[src/rtl/mfi_retire_packer.sv]
// Holds each retirement until its successor retires, then emits it as an ordered MFI packet.
// Latency: one edge after the successor (or one cycle after a halt); no backpressure, one packet per cycle max.
module mfi_retire_packer #(
    parameter int XLEN        = 32,
    parameter int ORDER_W     = 32,
    parameter int HALT_PC_INC = 4
) (
    input  logic               clock,
    input  logic               reset,
    input  logic               ret_valid,
    input  logic [XLEN-1:0]    ret_pc,
    input  logic [31:0]        ret_insn,
    input  logic               ret_trap,
    input  logic               ret_halt,
    input  logic [ORDER_W-1:0] check_order,
    output logic               mfi_valid,
    output logic [ORDER_W-1:0] mfi_order,
    output logic [31:0]        mfi_insn,
    output logic [XLEN-1:0]    mfi_pc_rdata,
    output logic [XLEN-1:0]    mfi_pc_wdata,
    output logic               mfi_trap,
    output logic               mfi_halt,
    output logic               check,
    output logic               proto_err
);

    localparam logic [XLEN-1:0] HALT_INC = XLEN'(HALT_PC_INC);

    typedef enum logic [1:0] {
        S_EMPTY,
        S_HOLD,
        S_HALT_PEND,
        S_DONE
    } state_t;

    state_t state, state_nxt;

    logic [XLEN-1:0]    slot_pc;
    logic [31:0]        slot_insn;
    logic               slot_trap;
    logic [ORDER_W-1:0] ord_cnt;

    logic               load;
    logic               emit;
    logic [XLEN-1:0]    emit_wdata;
    logic               emit_halt;
    logic               err_set;

    always_ff @(posedge clock or posedge reset) begin
        if (reset) begin
            state <= S_EMPTY;
        end else begin
            state <= state_nxt;
        end
    end

    always_comb begin
        state_nxt  = state;
        load       = 1'b0;
        emit       = 1'b0;
        emit_wdata = '0;
        emit_halt  = 1'b0;
        err_set    = 1'b0;
        case (state)
            S_EMPTY: begin
                if (ret_valid) begin
                    load      = 1'b1;
                    state_nxt = ret_halt ? S_HALT_PEND : S_HOLD;
                end
            end
            S_HOLD: begin
                if (ret_valid) begin
                    emit       = 1'b1;
                    emit_wdata = ret_pc;
                    load       = 1'b1;
                    state_nxt  = ret_halt ? S_HALT_PEND : S_HOLD;
                end
            end
            S_HALT_PEND: begin
                // The halt has no successor, so its next PC is synthesised.
                emit       = 1'b1;
                emit_wdata = slot_pc + HALT_INC;
                emit_halt  = 1'b1;
                state_nxt  = S_DONE;
                err_set    = ret_valid;
            end
            S_DONE: begin
                err_set = ret_valid;
            end
            default: begin
                state_nxt = S_EMPTY;
            end
        endcase
    end

    always_ff @(posedge clock or posedge reset) begin
        if (reset) begin
            slot_pc   <= '0;
            slot_insn <= '0;
            slot_trap <= 1'b0;
        end else if (load) begin
            slot_pc   <= ret_pc;
            slot_insn <= ret_insn;
            slot_trap <= ret_trap;
        end
    end

    always_ff @(posedge clock or posedge reset) begin
        if (reset) begin
            ord_cnt      <= '0;
            mfi_valid    <= 1'b0;
            mfi_order    <= '0;
            mfi_insn     <= '0;
            mfi_pc_rdata <= '0;
            mfi_pc_wdata <= '0;
            mfi_trap     <= 1'b0;
            mfi_halt     <= 1'b0;
            check        <= 1'b0;
        end else if (emit) begin
            ord_cnt      <= ord_cnt + 1'b1;
            mfi_valid    <= 1'b1;
            mfi_order    <= ord_cnt;
            mfi_insn     <= slot_insn;
            mfi_pc_rdata <= slot_pc;
            mfi_pc_wdata <= emit_wdata;
            mfi_trap     <= slot_trap;
            mfi_halt     <= emit_halt;
            check        <= (ord_cnt == check_order);
        end else begin
            // Data fields keep the last packet; only the strobes drop.
            mfi_valid <= 1'b0;
            check     <= 1'b0;
        end
    end

    always_ff @(posedge clock or posedge reset) begin
        if (reset) begin
            proto_err <= 1'b0;
        end else if (err_set) begin
            proto_err <= 1'b1;
        end
    end

endmodule
[config.mk]
export PLATFORM = sky130hd
export DESIGN_NAME = mfi_retire_packer
export DESIGN_NICKNAME = d
export VERILOG_FILES = /design/src/rtl/mfi_retire_packer.sv
export SDC_FILE = /design/constraint.sdc
export NUM_CORES = 1
export LEC_CHECK = 0
export BUFFER_PORTS_ARGS = -buffer_cell sky130_fd_sc_hd__buf_2
export CORE_MARGIN = 2
export CORE_UTILIZATION = 31
export CTS_CLUSTER_DIAMETER = 30
export DETAILED_ROUTE_END_ITERATION = 8
export GPL_TIMING_DRIVEN = 0
export PLACE_DENSITY = 0.54
export SYNTH_ARGS = -nofsm -noshare
export SYNTH_HDL_FRONTEND = slang
export SYNTH_SLANG_ARGS = --single-unit
[constraint.sdc]
create_clock -name clock -period 8.76 [get_ports clock]
set_input_delay 0.438 -clock clock [delete_from_list [all_inputs] [get_ports clock]]
set_output_delay 0.438 -clock clock [all_outputs]
set_load 0.01 [all_outputs]
Word-level counts from Yosys, hierarchy flattened
Index checks and enable logic that the tools add are counted.
{ "word_totals": {"regBits": 232, "latch_bits": 0, "mem_bits_rw": 0, "rom_bits": 0, "input_bits": 101, "out_inout_bits": 133, "elab_cells": 38, "memories": 0} }
{ "classes": {"n_addsub": 2, "multipliers": 0, "n_div": 0, "magnitude_cmp": 0, "n_eq_ne": 5, "shifts": 0, "muxes": 12, "n_bitwise": 0, "n_reduce_logical": 5} }
{ "op_table": {"columns": ["op", "count"], "rows": [
  ["32-bit one-hot mux with 2 select lines", 1],
  ["32-bit by 1-bit adder with 32-bit output, second input constant", 1],
  ["32-bit by 3-bit adder with 32-bit output, second input constant", 1],
  ["32-bit equality test", 1],
  ["32-bit 2-to-1 mux", 1],
  ["1-bit 2-to-1 mux", 6],
  ["2-bit equality test, second input constant", 2],
  ["2-bit 2-to-1 mux", 2],
  ["2-bit one-hot mux with 2 select lines", 1],
  ["2-bit OR reduction", 2],
  ["2-bit by 1-bit equality test with 1-bit output, second input constant", 1],
  ["2-bit logical NOT", 1],
  ["2-bit by 1-bit != test with 1-bit output, second input constant", 1],
  ["1-bit one-hot mux with 2 select lines", 1],
  ["2-bit AND reduction", 1],
  ["2-bit nonzero test", 1]
]} }

Logic depth before layout (Yosys ltp)
Gate-level depths: netlist (run 1).
{ "logic_depth": {"ltp_word": 4, "mapped_depth": 9, "mapped_depth_nobuf": 7} }

Least setup slack after synthesis (run 1)
Ideal clock, no wire load.
{ "synth_timing": {"path_kind": "reg-to-reg", "start": "register state[0]", "end": "register ord_cnt[12]", "setup_time_ns": 0.126, "arrival_time_ns": 1.940, "required_time_ns": 8.634, "slack_ns": 6.694, "path_stages_with_launch": 10, "path_buffers": 2, "synth_period_minus_slack_ns": 2.066, "cell_sequence": "dfrtp_1 inv_1 ha_1 clkbuf_1 a21oi_1 or3_1 clkbuf_1 nor3_1 nand3_1 xnor2_1"} }
{ "synth_via": {"elab_chain_cells": 2, "word_cells_on_any_way": 3, "classes_between": "2 x eq/ne; 1 x mux"} }
{ "synth_lines": {"columns": ["element", "line", "rtl"], "rows": [
  ["start, declared", "36", "state_t state, state_nxt;"],
  ["start signal, assigned", "53", "state <= state_nxt;"],
  ["2-bit equality test / 2-bit by 1-bit equality test with 1-bit output (equally long branches)", "64", "case (state)"],
  ["1-bit one-hot mux with 2 select lines (*)", "64", null],
  ["end signal, assigned", "120", "ord_cnt <= ord_cnt + 1'b1;"],
  ["end, declared", "41", "logic [ORDER_W-1:0] ord_cnt;"]
]} }
Mark *: on every way between the ends. The rest lies on a longest branch, timed or not.
A chain may end at the register's enable or synchronous reset.

Final worst setup path (run 1)
{ "layout_timing": {"start": "register state[1]", "end": "register mfi_insn[7]"} }
{ "layout_via": {"elab_chain_cells": 2, "word_cells_on_any_way": 3, "classes_between": "2 x eq/ne; 1 x mux"} }
{ "layout_lines": {"columns": ["element", "line", "rtl"], "rows": [
  ["2-bit equality test / 2-bit by 1-bit equality test with 1-bit output (equally long branches)", "64", null],
  ["1-bit one-hot mux with 2 select lines (*)", "64", null],
  ["end signal, assigned", "123", "mfi_insn <= slot_insn;"],
  ["end, declared", "18", "output logic [31:0] mfi_insn,"]
]} }
Marked as above.

==> impl_metrics.yaml, run 1 <==
grt:
  grt_util_all_layers_pct: 17.9
  grt_pass1_vias: 8391
  antenna_found_initial: 6
  grt-ovfl-total: 0
  grt_max_degree: 124
  grt_pass1_wl_um: 47200
place:
  pre_cts_ws_ns: 5.37
  routabilityCongestion: 0.795
  numPortBuffers: 233
  place_hpwl_um: 20900
worst_setup_path:
  cp-end-kind: "flop"
  critPathLaunchType: "flop"
  reg2reg_slack_ns: 5.41
  reg2regPathDepth: 8
  timing.rr.end: "mfi_insn[7]$_DFFE_PP0P_"
  critPathRequiredTime_ns: 9.25
  cp-startpoint: "state[1]$_DFFE_PP0P_"
  cp_max_fo: 10
  cp-endpoint: "mfi_insn[7]$_DFFE_PP0P_"
  path_class: "flop to flop"
  crit_arrival_ns: 3.84
  r2r-start: "state[1]$_DFFE_PP0P_"
clock_tree:
  worstSkewPairLatency_ns: 0.57
  cts_tree: "built"
  cts_root_buf: "clkbuf_16"
  cts_resized: 0
  post-cts-setup-buffer-count: 0
  path_clk_slew_ns: 0.04
  cts_made_buffers: 60
  cts_sinks: 232
  postCtsHoldBufs: 0
  htree_num_levels: 2
  clockBufferDepth: 3
sta:
  slew_viol_final: 0
  setup_slack_ns: 5.41
  worst_pin_slew_ns: 1.04
  worst_slew_margin_rel_pct: 30.4
  clock.fmax_mhz: 299
  rsz0062_at_grt: "false"
  min_period_over_period_pct: 38.2
  setup_viol: 0
  finClkSkew_ns: 0.0177
  hold_viol_final: 0
  post-route-min-period_ns: 3.35
power:
  powerDensity_nw_per_um2: 380
  p_leak_nw: 7.09
  vdd_drop_max_mv: 0.204
  p_total_mw: 5.35
logic_synthesis:
  syn_avg_cell_area_um2: 10.3
  syn_area_um2: 10100
  synthesis.nets: 1084
  synth-warning-count: 0
  ys_types: 42
  ys_seq_elements: 232
  syn_inst: 977
  yosysSeqAreaShare_pct: 57.5
route:
  wl_um: 30100
  drt_iter0_markers: 427
  avgViaCountPerCell: 4.60
  vias: 8138
  wire_per_inst_um: 17.0
  final_antenna_net_count: 0
  firstDrtPassIters: 4
  drc_errors: 0
final_layout:
  area_growth_pct: 39.4
  fillCellCount: 3091
  mostFrequentLayoutCell: "nand2_1"
  multi_input_area_um2: 4040
  layout_common_cells: "322 x nand2_1, 238 x buf_2, 232 x dfrtp_1"
  register_area_um2: 5810
  design.final.nets: 1380
  drive_gt1_share_pct: 31.8
min_path:
  hold_class: "input pin to async pin"
floorplanning:
  num_io_pins: 234
  die_w_um: 184
  die_area_um2: 34000
  num_rows: 66
  core_area_um2: 32300
  die_y_um: 184
  initial_core_util_pct: 31.2
run_status:
  status: "finished, final reports clean"
flow_run:
  max-cap-violations: 0
==> critical path, stage by stage (launching register included) <==
cell	delay, ns
dfrtp_1	0.40
inv_1	0.10
ha_1	0.23
and2_0	0.23
o21ai_1	0.83
clkbuf_1	0.73
buf_1	0.54
nand2_1	0.12
nand2_1	0.10
==> how the worst min path moves through the flow <==
stage	from	to	depth (start not counted)
after floorplan	slot_insn[0]$_DFFE_PP0P_	mfi_insn[0]$_DFFE_PP0P_	2
after global placement	slot_insn[14]$_DFFE_PP0P_	mfi_insn[14]$_DFFE_PP0P_	2
after detailed placement	slot_insn[7]$_DFFE_PP0P_	mfi_insn[7]$_DFFE_PP0P_	2
after CTS	reset	mfi_pc_rdata[2]$_DFFE_PP0P_	2
after global routing	reset	mfi_pc_rdata[5]$_DFFE_PP0P_	2
final	reset	mfi_pc_wdata[8]$_DFFE_PP0P_	2
==> power by group <==
part,switching [mW],total (mW),internal [mW]
logic,0.711,1.25,0.536
clock network,0.676,2.37,1.70
registers,0.278,1.73,1.45
total,1.66,5.35,3.68
==> cells in the mapped netlist, drive strengths merged <==
cell       n  area, um^2
clkbuf    44         165
a21oi     28         140
o32a       1        10.0
nand2    322        1210
xnor2     42         368
nor2      26         100
and4       5        43.8
a31oi      1        6.26
or4        1        7.51
inv       10        37.5
o21ai     21         105
buf        8        43.8
mux2      65         732
nor3       8        50.1
a22oi      1        7.51
and2       3        18.8
nand2b     1        6.26
or3        3        18.8
dfrtp    232        5810
xor2      48         420
ha         6        75.1
nor4      13         124
a32oi      2        17.5
nand4     20         131
o22ai     12        75.1
nand3     22         123
o2bb2ai    1        8.76
a22o      10        87.6
and3      13        81.3
o22a       6        52.6
a221oi     2        17.5
==> sequential cells by signal, indices dropped and copies added, names as in the netlist <==
register	cells
check	1
mfi_valid	1
mfi_order	32
mfi_insn	32
mfi_trap	1
ord_cnt	32
mfi_halt	1
slot_pc	32
mfi_pc_rdata	32
mfi_pc_wdata	32
state	2
slot_trap	1
proto_err	1
slot_insn	32
==> kinds of logic after synthesis <==
kind of cell / after synthesis / share of synthesized area (%)
buf+inv: 62 / 2.44
mux: 65 / 7.26
fa+ha+maj: 6 / 0.744
compound gates: 85 / 5.23
xor+xnor: 90 / 7.81
simple gates: 437 / 19.0
flops: 232 / 57.5
==> per-layer routing <==
layer	vias up	wire length (um)	part of all wire, %	GRT usage, %
met5	-	34	0.11	0
met4	6	833	2.8	6.82
met3	67	2090	6.9	4.74
met2	252	14000	47	28.6
met1	3932	13100	44	23.3
li1	3881	-	-	-
==> area by class of cell <==
class                   instances  share of cell area [%]
flip-flops and latches        232                    41.3
multi-input cells             683                    28.7
clock buffers                  79                    12.0
repair buffers                234                    8.49
well taps                     442                    3.93
clock inverters                33                    3.65
plain buffers                  52                    1.49
inverters                      10                   0.320
diodes                          4                  0.0712
==> per-stage QoR <==
step / cells / util (%) / hold WS (ns) / instance area [um^2] / TNS (ns)
2_1_floorplan: 977 / - / 0.433 / 10100 / 0
3_3_place_gp: 1652 / 36.6 / 0.441 / 11800 / -264.90
6_report: 1769 / 43.5 / 0.0155 / 14100 / 0
5_1_grt: 1767 / 43.5 / 0.0827 / 14100 / 0
3_5_place_dp: 1653 / 36.7 / 0.445 / 11800 / 0
4_1_cts: 1765 / 43.5 / 0.0800 / 14000 / 0
No activity file was read; power rests on OpenSTA's default activity.
==> run 2: changes to the inputs <==
clock period = 3.31 ns   (was 8.76 ns; I/O delays follow)
==> run 2 against run 1 <==
  * Clock skew up 0.0095 ns
  * Global-route usage rose by 0.29 points
  * Sequential share of layout area is 2.0 points lower
  * Sequential power rose to 2.6 times the previous value
  * Setup slack got worse by 5.1 ns
  * First-iteration DRC count is 22% lower
  * Fmax increased by 11%
  * Hold slack better by 0.029 ns
  * Cell area is 5.1% higher
  * Combinational power grew to 2.7 times the previous value
  * Register-to-register slack lost 5.1 ns
  * Highest routed layer is now met4
==> impl_metrics.yaml, run 2 (synthesized netlist as in run 1, its figures left out) <==
run_status:
  status: "finished, final reports clean"
grt:
  antenna_found_initial: 2
  grt_pass1_vias: 8815
  grt_util_all_layers_pct: 18.2
  grt_pass1_wl_um: 48200
  grt-ovfl-total: 0
  grt_max_degree: 42
floorplanning:
  die_area_um2: 34000
  die_w_um: 184
  die_y_um: 184
  initial_core_util_pct: 31.2
  num_io_pins: 234
  num_rows: 66
  core_area_um2: 32300
route:
  firstDrtPassIters: 5
  wl_um: 30500
  final_antenna_net_count: 0
  avgViaCountPerCell: 4.57
  drt_iter0_markers: 333
  drc_errors: 0
  wire_per_inst_um: 16.6
  vias: 8419
worst_setup_path:
  critPathBufInv: 5
  timing.rr.end: "mfi_pc_rdata[28]$_DFFE_PP0P_"
  r2r-start: "state[0]$_DFFE_PP0P_"
  cpPeakStageDelay_ns: 0.47
  path_cells: "inv_1, ha_1, clkbuf_1, o21ai_2, inv_2, buf_2, buf_1, nand2_1, nand2_1"
  cp_slowest_cell: "clkbuf_1"
  path_class: "flop to flop"
  reg2regPathDepth: 9
  critPathTopFamily: "buffers and inverters"
  cp_common_cell: "nand2_1"
  critPathRequiredTime_ns: 3.80
  crit_arrival_ns: 3.52
  cp_max_fo: 10
  critPathLaunchType: "flop"
  reg2reg_slack_ns: 0.28
  cp-end-kind: "flop"
sta:
  fin_setup_tns_ns: 0
  post-route-min-period_ns: 3.03
  finClkSkew_ns: 0.0272
  hold_slack_ns: 0.0442
  worst_slew_margin_rel_pct: 40.3
  setup_viol: 0
  worst_pin_slew_ns: 0.888
  clock.fmax_mhz: 330
  slew_viol_final: 0
  hold_viol_final: 0
  min_period_over_period_pct: 91.5
  rsz0062_at_grt: "false"
power:
  vdd_drop_max_mv: 0.541
  powerDensity_nw_per_um2: 942
  p_leak_nw: 7.40
final_layout:
  post-route-util_pct: 45.7
  fin_area_um2: 14800
  area_growth_pct: 46.4
  drive_gt1_share_pct: 30.6
  register_area_um2: 5810
  design.final.nets: 1456
  mostFrequentLayoutCell: "nand2_1"
  layout_common_cells: "322 x nand2_1, 238 x buf_2, 232 x dfrtp_1"
  fillCellCount: 3076
  multi_input_area_um2: 4040
clock_tree:
  clockBufferDepth: 3
  cts_tree: "built"
  cts_made_buffers: 60
  path_clk_slew_ns: 0.05
  cts_sinks: 232
  htree_num_levels: 2
  worstSkewPairLatency_ns: 0.58
  cts_root_buf: "clkbuf_16"
place:
  placed_area_um2: 12000
  place_hpwl_um: 21300
  routabilityCongestion: 0.789
  numPortBuffers: 233
min_path:
  hold_class: "input pin to async pin"
flow_run:
  max-cap-violations: 0
-- run 2: cell count changes in the layout (fill, tap and decap cells not counted), sizes merged --
cell | before | now
inv | 13 | 11
buf | 242 | 248
clkinv | 8 | 10
bufinv | 12 | 8
clkbuf | 123 | 125
dlygate4sd3 | 0 | 70
diode | 4 | 2
-- run 2: worst max-delay path by stage --
stage / end / depth (start not counted) / slack, ns / from
after CTS: mfi_insn[4]$_DFFE_PP0P_ / 9 / 0.1 / state[0]$_DFFE_PP0P_
final: mfi_pc_rdata[28]$_DFFE_PP0P_ / 9 / 0.28 / state[0]$_DFFE_PP0P_
after floorplan: check$_DFF_PP0_ / 1 / 0.11 / reset
after global routing: mfi_pc_rdata[28]$_DFFE_PP0P_ / 9 / 0.02 / state[0]$_DFFE_PP0P_
after detailed placement: mfi_insn[4]$_DFFE_PP0P_ / 9 / -0.17 / state[0]$_DFFE_PP0P_
after global placement: slot_insn[17]$_DFFE_PP0P_ / 2 / -1.55 / reset
-- run 2: worst min-delay path, delay by kind of cell --
kind	cells	cell delay (ns)
buf+inv	3	0.77
-- run 2: per-stage QoR --
step	worst slack, ns	power, mW	cells
after global routing	0.0152	14.7	1841
after CTS	0.0971	14.1	1839
after detailed placement	-0.173	7.95	1659
after global placement	-1.55	7.86	1652
after floorplan	0.109	6.53	977
final	0.280	13.9	1841
-- run 2: layout make-up --
type,instances,area share [%]
timing repair buffer,310,13.6
sequential,232,39.3
buffer,52,1.43
multi-input combinational,683,27.4
clock inverter,29,2.54
antenna,2,0.0339
inverter,10,0.280
clock buffer,81,11.7
tap,442,3.74
-- run 2: timing repair --
item,CTS,global route
setup buffers,0,0
hold buffers,70,0
setup endpoints to repair,60,10
gates resized for setup,1,5
endpoints found under the hold margin,264,0
-- run 2: where the power goes --
| group | total, mW | internal (mW) | switching, mW |
|---|---|---|---|
| registers | 4.58 | 3.83 | 0.745 |
| clock network | 5.95 | 4.23 | 1.72 |
| logic | 3.39 | 1.49 | 1.91 |
-- run 2: routing by layer --
| metal | share of wire [%] | GRT usage (%) | wire, um |
|---|---|---|---|
| met4 | 2.4 | 6.50 | 740 |
| met2 | 47 | 29.8 | 14500 |
| met5 | 0 | 0 | 0 |
| met1 | 44 | 23.2 | 13300 |
| met3 | 6.6 | 4.88 | 2010 |
==> run 3: changes to the inputs <==
ABC_AREA = 1   (was default)
clock period = 3.55 ns   (was 3.31 ns; I/O delays follow)
==> run 3 against run 2 <==
  * Critical endpoint is now check$_DFF_PP0_
  * Routed wire length up 11%
  * Non-clock buffer count decreased by 2
  * Via count up 17%
  * Critical path depth decreased by 1
  * Largest cell class unchanged
  * Clock skew shrank 0.0083 ns
==> impl_metrics.yaml, run 3 <==
power:
  p_sw_mw: 1.73
  vdd_drop_max_mv: 0.383
  p_leak_nw: 7.92
  p_comb_share_pct: 2.7
  powerDensity_nw_per_um2: 542
  swShare_pct: 21.1
  power_frac_seq_pct: 32.5
  p_int_mw: 6.45
  clockPowerShare_pct: 64.8
sta:
  setup_viol: 0
  worst_slew_margin_rel_pct: 43.2
  slew_viol_final: 0
  rsz0062_at_grt: "false"
  min_period_over_period_pct: 77.4
  finClkSkew_ns: 0.0188
  worst_pin_slew_ns: 0.851
  hold_viol_final: 0
  post-route-min-period_ns: 2.75
  clock.fmax_mhz: 364
worst_setup_path:
  crit_arrival_ns: 3.23
  r2r-start: "ord_cnt[16]$_DFFE_PP0P_"
  path_class: "flop to flop"
  cp-startpoint: "ord_cnt[16]$_DFFE_PP0P_"
  reg2reg_slack_ns: 0.80
  critPathLaunchType: "flop"
  critPathRequiredTime_ns: 4.03
  reg2regPathDepth: 8
  cp_max_fo: 5
  timing.rr.end: "check$_DFF_PP0_"
  cp-end-kind: "flop"
  cp-endpoint: "check$_DFF_PP0_"
grt:
  antenna_found_initial: 3
  grt_pass1_vias: 9914
  met1_usage_pct: 26.8
  grt_pass1_wl_um: 54400
  top_usage_layer: "met2"
  grt_util_met3_pct: 3.29
  grt-ovfl-total: 0
  grt_util_all_layers_pct: 19.5
  grt_use_met2_pct: 30.6
  grt_max_degree: 40
min_path:
  hold_class: "input pin to async pin"
logic_synthesis:
  yosysSeqAreaShare_pct: 55.3
  synth_top_cell_by_area: "dfrtp_1"
  synth_edf_count: 0
  synthTopCellsByCount: "473 x nand2_1, 232 x dfrtp_1, 106 x o21ai_0"
  ys_async_sr_fraction_pct: 100
  synth_top_area_share_pct: 55.3
  synth_area_leaders: "dfrtp_1 55%, nand2_1 17%, o21ai_0 5.1%, nor2_1 3.6%, a21oi_1 3.0%"
  ys_seq_elements: 232
  syn_area_um2: 10500
  syn_avg_cell_area_um2: 8.27
  synth-warning-count: 0
  ys.flop_type: "dfrtp_1"
  synthesis.nets: 1376
  synth.most_common_cell: "nand2_1"
  ys_types: 34
  syn_inst: 1269
final_layout:
  layout_common_cells: "473 x nand2_1, 251 x buf_2, 232 x dfrtp_1"
  multi_input_area_um2: 4150
  fin_area_um2: 15100
  design.final.nets: 1746
  mostFrequentLayoutCell: "nand2_1"
  final_cell_count_no_fill: 2135
  fillCellCount: 3344
  post-route-util_pct: 45.1
  area_growth_pct: 43.6
  drive_gt1_share_pct: 23.1
  register_area_um2: 5810
clock_tree:
  clockBufferDepth: 3
  cts_root_buf: "clkbuf_16"
  htree_num_levels: 2
  cts_sinks: 232
  path_clk_slew_ns: 0.05
  cts_made_buffers: 57
  cts_resized: 0
  post-cts-setup-buffer-count: 0
  worstSkewPairLatency_ns: 0.55
  cts_tree: "built"
  postCtsHoldBufs: 72
route:
  drt_iter0_markers: 507
  wl_um: 33800
  firstDrtPassIters: 5
  vias: 9812
  drc_errors: 0
  wire_per_inst_um: 15.8
  avgViaCountPerCell: 4.60
  final_antenna_net_count: 0
place:
  numPortBuffers: 233
  place_hpwl_um: 24600
  placed_cells: 1956
  routabilityCongestion: 0.935
  placed_area_um2: 12400
flow_run:
  max-cap-violations: 0
run_status:
  status: "finished, final reports clean"
floorplanning:
  die_y_um: 188
  num_rows: 67
  core_area_um2: 33400
  num_io_pins: 234
  die_area_um2: 35400
  die_w_um: 188
  initial_core_util_pct: 31.4
## run 3: changes by cell type after synthesis, moves of 11 or more
cell,before,now
nand2_1,322,473
xor2_1,48,26
a21oi_1,28,62
and3_1,13,0
mux2_2,65,0
nand3_1,21,51
inv_1,9,81
clkbuf_1,44,22
o22ai_1,12,1
o21ai_0,19,106
nor2_1,25,100
buf_2,5,18
xnor2_1,42,24
## run 3: kinds of logic after synthesis
kind of cell | count (synthesis) | synth area share [%]
compound gates | 177 | 8.67
xor+xnor | 50 | 4.17
fa+ha+maj | 6 | 0.715
buf+inv | 134 | 5.22
flops | 232 | 55.3
simple gates | 670 | 25.9
## run 3: power by group through the flow
stage	Combinational (mW)	Clock [mW]	Sequential, mW
after floorplan	0.0563	0	2.69
after global placement	0.146	0	2.69
after detailed placement	0.163	0	2.69
after CTS	0.223	5.39	2.65
after global routing	0.244	5.54	2.65
final	0.219	5.30	2.65
## run 3: metal layers
metal / routed length, um / share of wire [%] / up-vias
li1: - / - / 4775
met1: 15400 / 46 / 4678
met2: 15400 / 46 / 290
met3: 1860 / 5.5 / 69
met4: 1130 / 3.4 / 0
met5: 0 / 0 / -
## run 3: layout make-up
class	instances	share of cell area (%)
Tap cell	448	3.72
Clock inverter	34	2.69
Antenna cell	2	0.0332
Multi-Input combinational cell	903	27.5
Buffer	49	1.52
Sequential cell	232	38.5
Inverter	85	2.14
Timing Repair Buffer	311	13.3
Clock buffer	71	10.6
## run 3: critical path: stages (launching register included)
cell	delay (ns)
dfrtp_1	0.46
xnor2_1	0.18
nand4_1	0.10
dlygate4sd3_1	0.56
nor2_1	0.10
dlygate4sd3_1	0.57
nand3_1	0.07
nor2_1	0.08
dlygate4sd3_1	0.55
## run 3: worst min-delay path by stage
| stage | startpoint | to | slack, ns | depth (start not counted) |
|---|---|---|---|---|
| after global placement | ret_halt | state[0]$_DFFE_PP0P_ | 0.37 | 2 |
| after detailed placement | ret_halt | state[0]$_DFFE_PP0P_ | 0.38 | 2 |
| after floorplan | ret_halt | state[0]$_DFFE_PP0P_ | 0.27 | 1 |
| final | reset | mfi_pc_wdata[20]$_DFFE_PP0P_ | 0.36 | 3 |
| after CTS | ret_insn[1] | slot_insn[1]$_DFFE_PP0P_ | 0.34 | 4 |
| after global routing | ret_insn[9] | slot_insn[9]$_DFFE_PP0P_ | 0.37 | 4 |
## run 3: metrics by stage
| step | setup WS [ns] | TNS [ns] | power [mW] | hold WS (ns) |
|---|---|---|---|---|
| finish | 0.802 | 0 | 8.17 | 0.356 |
| global route | 0.689 | 0 | 8.44 | 0.366 |
| CTS | 0.854 | 0 | 8.26 | 0.337 |
| detailed placement | 1.19 | 0 | 2.86 | 0.376 |
| global placement | -1.25 | -283.94 | 2.84 | 0.375 |
| floorplan | 0.337 | 0 | 2.75 | 0.272 |
